$ cat config.mk
export PLATFORM = sky130hd
export DESIGN_NAME = led_pattern_sequencer
export DESIGN_NICKNAME = d
export VERILOG_FILES = /design/src/rtl/led_seq_pkg.sv /design/src/rtl/led_tick_gen.sv /design/src/rtl/led_pattern_sequencer.sv
export SDC_FILE = /design/constraint.sdc
export NUM_CORES = 1
export LEC_CHECK = 0
export BUFFER_PORTS_ARGS = -buffer_cell sky130_fd_sc_hd__buf_2
export CAP_MARGIN = 5
export CORE_MARGIN = 4
export CORE_UTILIZATION = 63
export CTS_BUF_LIST = sky130_fd_sc_hd__clkbuf_16
export CTS_CLUSTER_DIAMETER = 200
export DETAILED_ROUTE_END_ITERATION = 8
export PLACE_DENSITY = 0.85
export SETUP_SLACK_MARGIN = 0.05
export SYNTH_ARGS = -nofsm -noshare
export SYNTH_HDL_FRONTEND = slang
export SYNTH_SLANG_ARGS = --single-unit
$ cat constraint.sdc
create_clock -name clk -period 5.36 [get_ports clk]
set_clock_uncertainty 0.1 [all_clocks]
set_input_delay 0.268 -clock clk [delete_from_list [all_inputs] [get_ports clk]]
set_output_delay 0.268 -clock clk [all_outputs]
set_load 0.005 [all_outputs]
$ cat src/rtl/led_seq_pkg.sv
// Shared types and constants for the LED pattern sequencer:
// state encoding, mode codes, initial patterns and small decode helpers.
package led_seq_pkg;

    typedef enum logic [1:0] {
        ST_IDLE  = 2'd0,
        ST_BLINK = 2'd1,
        ST_CHASE = 2'd2,
        ST_FILL  = 2'd3
    } state_t;

    localparam logic [1:0] MODE_BLINK = 2'b00;
    localparam logic [1:0] MODE_CHASE = 2'b01;
    localparam logic [1:0] MODE_FILL  = 2'b10;
    localparam logic [1:0] MODE_OFF   = 2'b11;

    localparam logic [15:0] PAT_IDLE  = 16'h0000;
    localparam logic [15:0] PAT_BLINK = 16'hFFFF;
    localparam logic [15:0] PAT_CHASE = 16'h0001;
    localparam logic [15:0] PAT_FILL  = 16'h0001;

    // Map the external mode code onto the FSM state it selects.
    function automatic state_t mode_to_state(input logic [1:0] mode_code);
        state_t st;
        case (mode_code)
            MODE_BLINK: st = ST_BLINK;
            MODE_CHASE: st = ST_CHASE;
            MODE_FILL:  st = ST_FILL;
            MODE_OFF:   st = ST_IDLE;
            default:    st = ST_IDLE;
        endcase
        return st;
    endfunction

    // Starting pattern loaded whenever a state is (re)entered.
    function automatic logic [15:0] init_pattern(input state_t st);
        logic [15:0] pat;
        case (st)
            ST_BLINK: pat = PAT_BLINK;
            ST_CHASE: pat = PAT_CHASE;
            ST_FILL:  pat = PAT_FILL;
            ST_IDLE:  pat = PAT_IDLE;
            default:  pat = PAT_IDLE;
        endcase
        return pat;
    endfunction

endpackage

$ cat src/rtl/led_tick_gen.sv
// Step-rate divider: counts 0..TICK_DIV-1 while enabled, holds while
// disabled, and flags the terminal count as a one-cycle step tick.
// A clear (only honoured while enabled) restarts the count at 0.
module led_tick_gen #(
    parameter int TICK_DIV = 50000000
) (
    input  logic clk,
    input  logic rst_n,
    input  logic enable,
    input  logic clear,
    output logic tick
);
    import led_seq_pkg::*;

    localparam int               CNT_W = $clog2(TICK_DIV);
    localparam logic [CNT_W-1:0] LAST  = CNT_W'(TICK_DIV - 1);

    logic [CNT_W-1:0] cnt_r;

    // Divider counter: clear has priority, then wrap at terminal count.
    always_ff @(posedge clk or negedge rst_n) begin
        if (!rst_n) begin
            cnt_r <= '0;
        end else if (enable) begin
            if (clear) begin
                cnt_r <= '0;
            end else if (cnt_r == LAST) begin
                cnt_r <= '0;
            end else begin
                cnt_r <= cnt_r + CNT_W'(1);
            end
        end else begin
            cnt_r <= cnt_r;
        end
    end

    // The tick marks the cycle whose closing edge performs a pattern step;
    // gating with enable keeps it silent while the sequencer is frozen.
    assign tick = enable && (cnt_r == LAST);

endmodule

$ cat src/rtl/led_pattern_sequencer.sv
// LED pattern sequencer: BLINK / CHASE / FILL / OFF patterns on 16 LEDs,
// stepped once every TICK_DIV enabled clock cycles.
// Optional build macro LED_SEQ_PWM_EN adds a 3-bit brightness input and a
// free-running PWM counter that gates the LED outputs.
module led_pattern_sequencer #(
    parameter int TICK_DIV = 50000000
) (
    input  logic        clk,
    input  logic        rst_n,
    input  logic        enable,
    input  logic [1:0]  mode,
    input  logic        mode_load,
`ifdef LED_SEQ_PWM_EN
    input  logic [2:0]  brightness,
`endif
    output logic [15:0] led,
    output logic        busy,
    output logic        tick
);
    import led_seq_pkg::*;

    state_t      state_r;
    state_t      state_s;
    logic [15:0] pat_r;
    logic [15:0] pat_s;
    logic        busy_r;
    logic        load_s;
    logic        tick_s;

    // A load is only accepted while running; it also restarts the divider.
    assign load_s = mode_load && enable;

    led_tick_gen #(
        .TICK_DIV (TICK_DIV)
    ) u_tick_gen (
        .clk    (clk),
        .rst_n  (rst_n),
        .enable (enable),
        .clear  (load_s),
        .tick   (tick_s)
    );

    // Next state and next pattern: a load beats a simultaneous tick.
    always_comb begin
        state_s = state_r;
        pat_s   = pat_r;
        if (load_s) begin
            state_s = mode_to_state(mode);
            pat_s   = init_pattern(mode_to_state(mode));
        end else if (tick_s) begin
            case (state_r)
                ST_BLINK: pat_s = ~pat_r;
                ST_CHASE: pat_s = {pat_r[14:0], pat_r[15]};
                ST_FILL:  pat_s = (pat_r == 16'hFFFF) ? 16'h0000 : {pat_r[14:0], 1'b1};
                ST_IDLE:  pat_s = PAT_IDLE;
                default:  pat_s = PAT_IDLE;
            endcase
        end else begin
            pat_s = pat_r;
        end
    end

    // State, pattern and busy registers.
    always_ff @(posedge clk or negedge rst_n) begin
        if (!rst_n) begin
            state_r <= ST_IDLE;
            pat_r   <= PAT_IDLE;
            busy_r  <= 1'b0;
        end else begin
            state_r <= state_s;
            pat_r   <= pat_s;
            busy_r  <= (state_s != ST_IDLE);
        end
    end

`ifdef LED_SEQ_PWM_EN
    logic [2:0]  pwm_cnt_r;
    logic [2:0]  pwm_cnt_s;
    logic [15:0] led_r;

    assign pwm_cnt_s = pwm_cnt_r + 3'd1;

    // Free-running PWM counter plus the dimmed LED register; the register
    // is fed with next-cycle values so led matches pat_r and pwm_cnt_r.
    always_ff @(posedge clk or negedge rst_n) begin
        if (!rst_n) begin
            pwm_cnt_r <= 3'd0;
            led_r     <= 16'h0000;
        end else begin
            pwm_cnt_r <= pwm_cnt_s;
            led_r     <= pat_s & {16{pwm_cnt_s <= brightness}};
        end
    end

    assign led = led_r;
`else
    assign led = pat_r;
`endif

    assign busy = busy_r;
    assign tick = tick_s;

endmodule

==> key figures <==
Die
  – Starting Density: 0.674
  – Die area: about 0.0051 sq mm
  – # IOs: 24
  – Die height: ~70 um
  – Number of placement rows: 22
  – Core area: around 0.0038 sq mm
  – Die Wd: between 70 and 80 um

Place
  – IO buf count: 23
  – Post-DP HPWL: about 3.9 mm
  – Gpl congestion: approximately 0.86

Critical path
  – Crit Path Max Fanout: 27
  – Startpoint Class: register
  – Critical Path AT: approximately 2.6 ns
  – Crit Path Category: reg2reg
  – Worst R2R Start: u_tick_gen.cnt_r[0]
  – Worst R2R Setup Slack: approximately 2.9 ns
  – Crit. End Element: register
  – Reg2reg end: led[12]
  – Crit path from: u_tick_gen.cnt_r[0]
  – Worst R2R Path Depth: 7
  – Worst EP required: between 5 and 6 ns
  – End point of the critical path: led[12]

Drt
  – DR iter-0 viols: 200
  – # DRC: 0
  – Via density: roughly 6.4
  – DRT Pass-1 Iters: 5
  – Via Count: roughly 2300
  – Total Wirelength: between 6 and 7 mm
  – Routed Antenna Nets: 0
  – Wire per inst: approximately 17 um

Clocking
  – Clk slew on worst S/H paths: ~0.060 ns
  – Num CTS Buffers: 5
  – Max clock buf depth: 2
  – Post-CTS Setup Bufs: 0
  – CTS sink cnt: 45
  – # hold bufs at CTS: 0
  – Worst-Skew Late Latency: 0.28 ns
  – Htree depth: 2
  – CTS tree: built
  – Root Driver: clkbuf_16
  – Post-cts resize count: 0

Final layout
  – Final net count: roughly 320
  – Final design utilization: 0.756
  – Antenna Cells: 0
  – Area growth from synthesis to layout: 12.1%
  – Share of cells above drive strength 1: 0.166
  – Number of fill cells: between 200 and 300

Synthesis
  – Yosys warns: 0
  – Gate Count Post-Synth: 287
  – Syn_area_per_cell: 8.92 sq um
  – FF+latch count, synth: 45
  – Synthesized Nets: 297
  – Seq/Total Area, Yosys: 0.440
  – Mapped Area: 0.00256 sq mm
  – Yosys cell types: 43

Global route
  – Grt total ovfl: 0
  – Vias in the first global route: 2095
  – Initial antenna violation count: 0
  – Total GRT Usage: 0.245
  – Largest net degree at the start of global routing: 46
  – Global-route wire length before repair: about 10 mm

Power and ir drop
  – Worst vdd ir: roughly 0.23 mV
  – Leak: around 1.2 nW
  – Pwr dens: 338 mW/mm^2

STA
  – Fin Setup TNS: 0 ns
  – Slew margin rel.: 0.285
  – Min cycle time layout: between 2 and 2.5 ns
  – Hold Violations, Final: 0
  – Final setup fails: 0
  – Unrepaired setup endpoints after global routing: no
  – Period utilization: 0.466
  – Max Slew Vio Count: 0
  – Worst slew pin tran: 1.07 ns
  – Maximum clock rate: between 400 and 500 MHz

Run
  – Max Cap Viol: 0

Outcome
  – Status: complete, no violations

Hold path
  – Worst hold path class: in2async
[cell usage after synthesis]
library cell | count | area share
nand4_1 | 13 | 0.032
a31oi_2 | 9 | 0.044
nor4b_1 | 1 | 0.0034
xnor2_1 | 6 | 0.021
nand2b_1 | 5 | 0.012
inv_1 | 4 | 0.0059
a221o_1 | 1 | 0.0039
clkbuf_1 | 9 | 0.013
dfrtp_1 | 45 | 0.44
and3_1 | 5 | 0.012
or3_2 | 1 | 0.0029
nor3b_1 | 1 | 0.0029
or4_4 | 1 | 0.0044
a21oi_1 | 21 | 0.041
buf_2 | 2 | 0.0039
or3_1 | 3 | 0.0073
nor4b_4 | 1 | 0.0093
nor4_1 | 7 | 0.017
a21oi_4 | 1 | 0.0064
ha_1 | 4 | 0.020
nor2b_1 | 1 | 0.0024
xor2_1 | 9 | 0.031
nand4_2 | 1 | 0.0049
nand3b_1 | 1 | 0.0029
and3_2 | 1 | 0.0029
o31ai_1 | 2 | 0.0059
nand2_1 | 41 | 0.060
o21ai_0 | 12 | 0.023
buf_12 | 1 | 0.0078
nand4b_1 | 1 | 0.0034
or4_1 | 1 | 0.0029
nor2_1 | 50 | 0.073
a31oi_1 | 7 | 0.017
or4b_2 | 1 | 0.0039
and4_1 | 3 | 0.010
nand3_1 | 6 | 0.012
o31ai_4 | 1 | 0.0083
and2_1 | 2 | 0.0049
o211ai_1 | 2 | 0.0059
nor3_1 | 1 | 0.0020
nor4b_2 | 1 | 0.0059
o2bb2ai_1 | 1 | 0.0034
o221a_2 | 1 | 0.0044
[report_power, final]
part           total [mW]  internal, mW  switching, mW
registers           0.424         0.374         0.0504
clock network       0.394         0.266          0.128
logic               0.152        0.0636         0.0888
[how the worst min path moves through the flow]
stage | startpoint | to | slack (ns) | cells past startpoint
floorplan | rst_n | busy | -0.13 | 0
global placement | rst_n | u_tick_gen.cnt_r[4] | 0.38 | 1
detailed placement | rst_n | u_tick_gen.cnt_r[2] | 0.39 | 1
CTS | rst_n | u_tick_gen.cnt_r[2] | 0.09 | 1
global route | rst_n | u_tick_gen.cnt_r[0] | 0.13 | 1
finish | rst_n | led[10] | 0.04 | 1
[area by class of cell]
| class | count | area (sq um) | area share |
|---|---|---|---|
| Clock buffer | 5 | 125 | 0.0436 |
| Clock inverter | 3 | 65.1 | 0.0227 |
| Inverter | 4 | 15.0 | 0.00523 |
| Multi-Input combinational cell | 226 | 1360 | 0.473 |
| Sequential cell | 45 | 1130 | 0.392 |
| Tap cell | 48 | 60.1 | 0.0209 |
| Timing Repair Buffer | 24 | 123 | 0.0427 |
[stage by stage]
stage	area (sq um)	setup WS, ns	cells	power (mW)	hold slack [ns]
floorplan	2560	3.21	287	0.517	-0.128
detailed placement	2680	2.91	347	0.579	0.392
CTS	2870	2.87	355	0.972	0.0860
finish	2870	2.86	355	0.971	0.0441
global placement	2680	2.97	347	0.572	0.385
global route	2870	2.77	355	1.01	0.125
[flip-flops by register name, indices dropped and copies added (netlist names)]
| signal | count |
|---|---|
| led | 16 |
| state_r | 2 |
| busy | 1 |
| u_tick_gen.cnt_r | 26 |
[kinds of logic (layout without fill, tap and decap cells)]
group	Yosys count	in the layout	share of synthesized area
buffers and inverters	16	36	0.0308
xor gates and xnor gates	15	15	0.0513
AOI/OAI and AO/OA	58	58	0.164
and+or+nand+nor	149	149	0.295
DFF	45	45	0.440
adders and majority gates	4	4	0.0195
[cells in the final DEF, fill, tap and decap left out, drive strengths merged, types with 2 or more instances in the layout]
master,count
or4,2
xnor2,6
ha,4
nand2,41
nand2b,5
nand4,14
nor2,50
bufinv,2
and2,2
dfrtp,45
and3,6
inv,4
or3,4
nor4,7
and4,3
nand3,6
buf,24
a21oi,22
nor4b,3
a31oi,16
o31ai,3
o211ai,2
xor2,9
clkbuf,5
o21ai,12
[critical path, stage by stage (launching register included)]
cell and delay [ns]:
dfrtp_1 0.39, ha_1 0.28, and4_1 0.33, nand2_1 0.19
o31ai_4 0.46, buf_4 0.40, nor2_1 0.10, a31oi_2 0.15
[metal layers]
metal / track usage / vias up / part of all wire
met2: 0.370 / 83 / 0.48
met1: 0.340 / 1113 / 0.43
met5: 0 / - / 0
li1: - / 1057 / -
met3: 0.0603 / 16 / 0.062
met4: 0.0919 / 0 / 0.023
(Power assumes the default switching activity.)
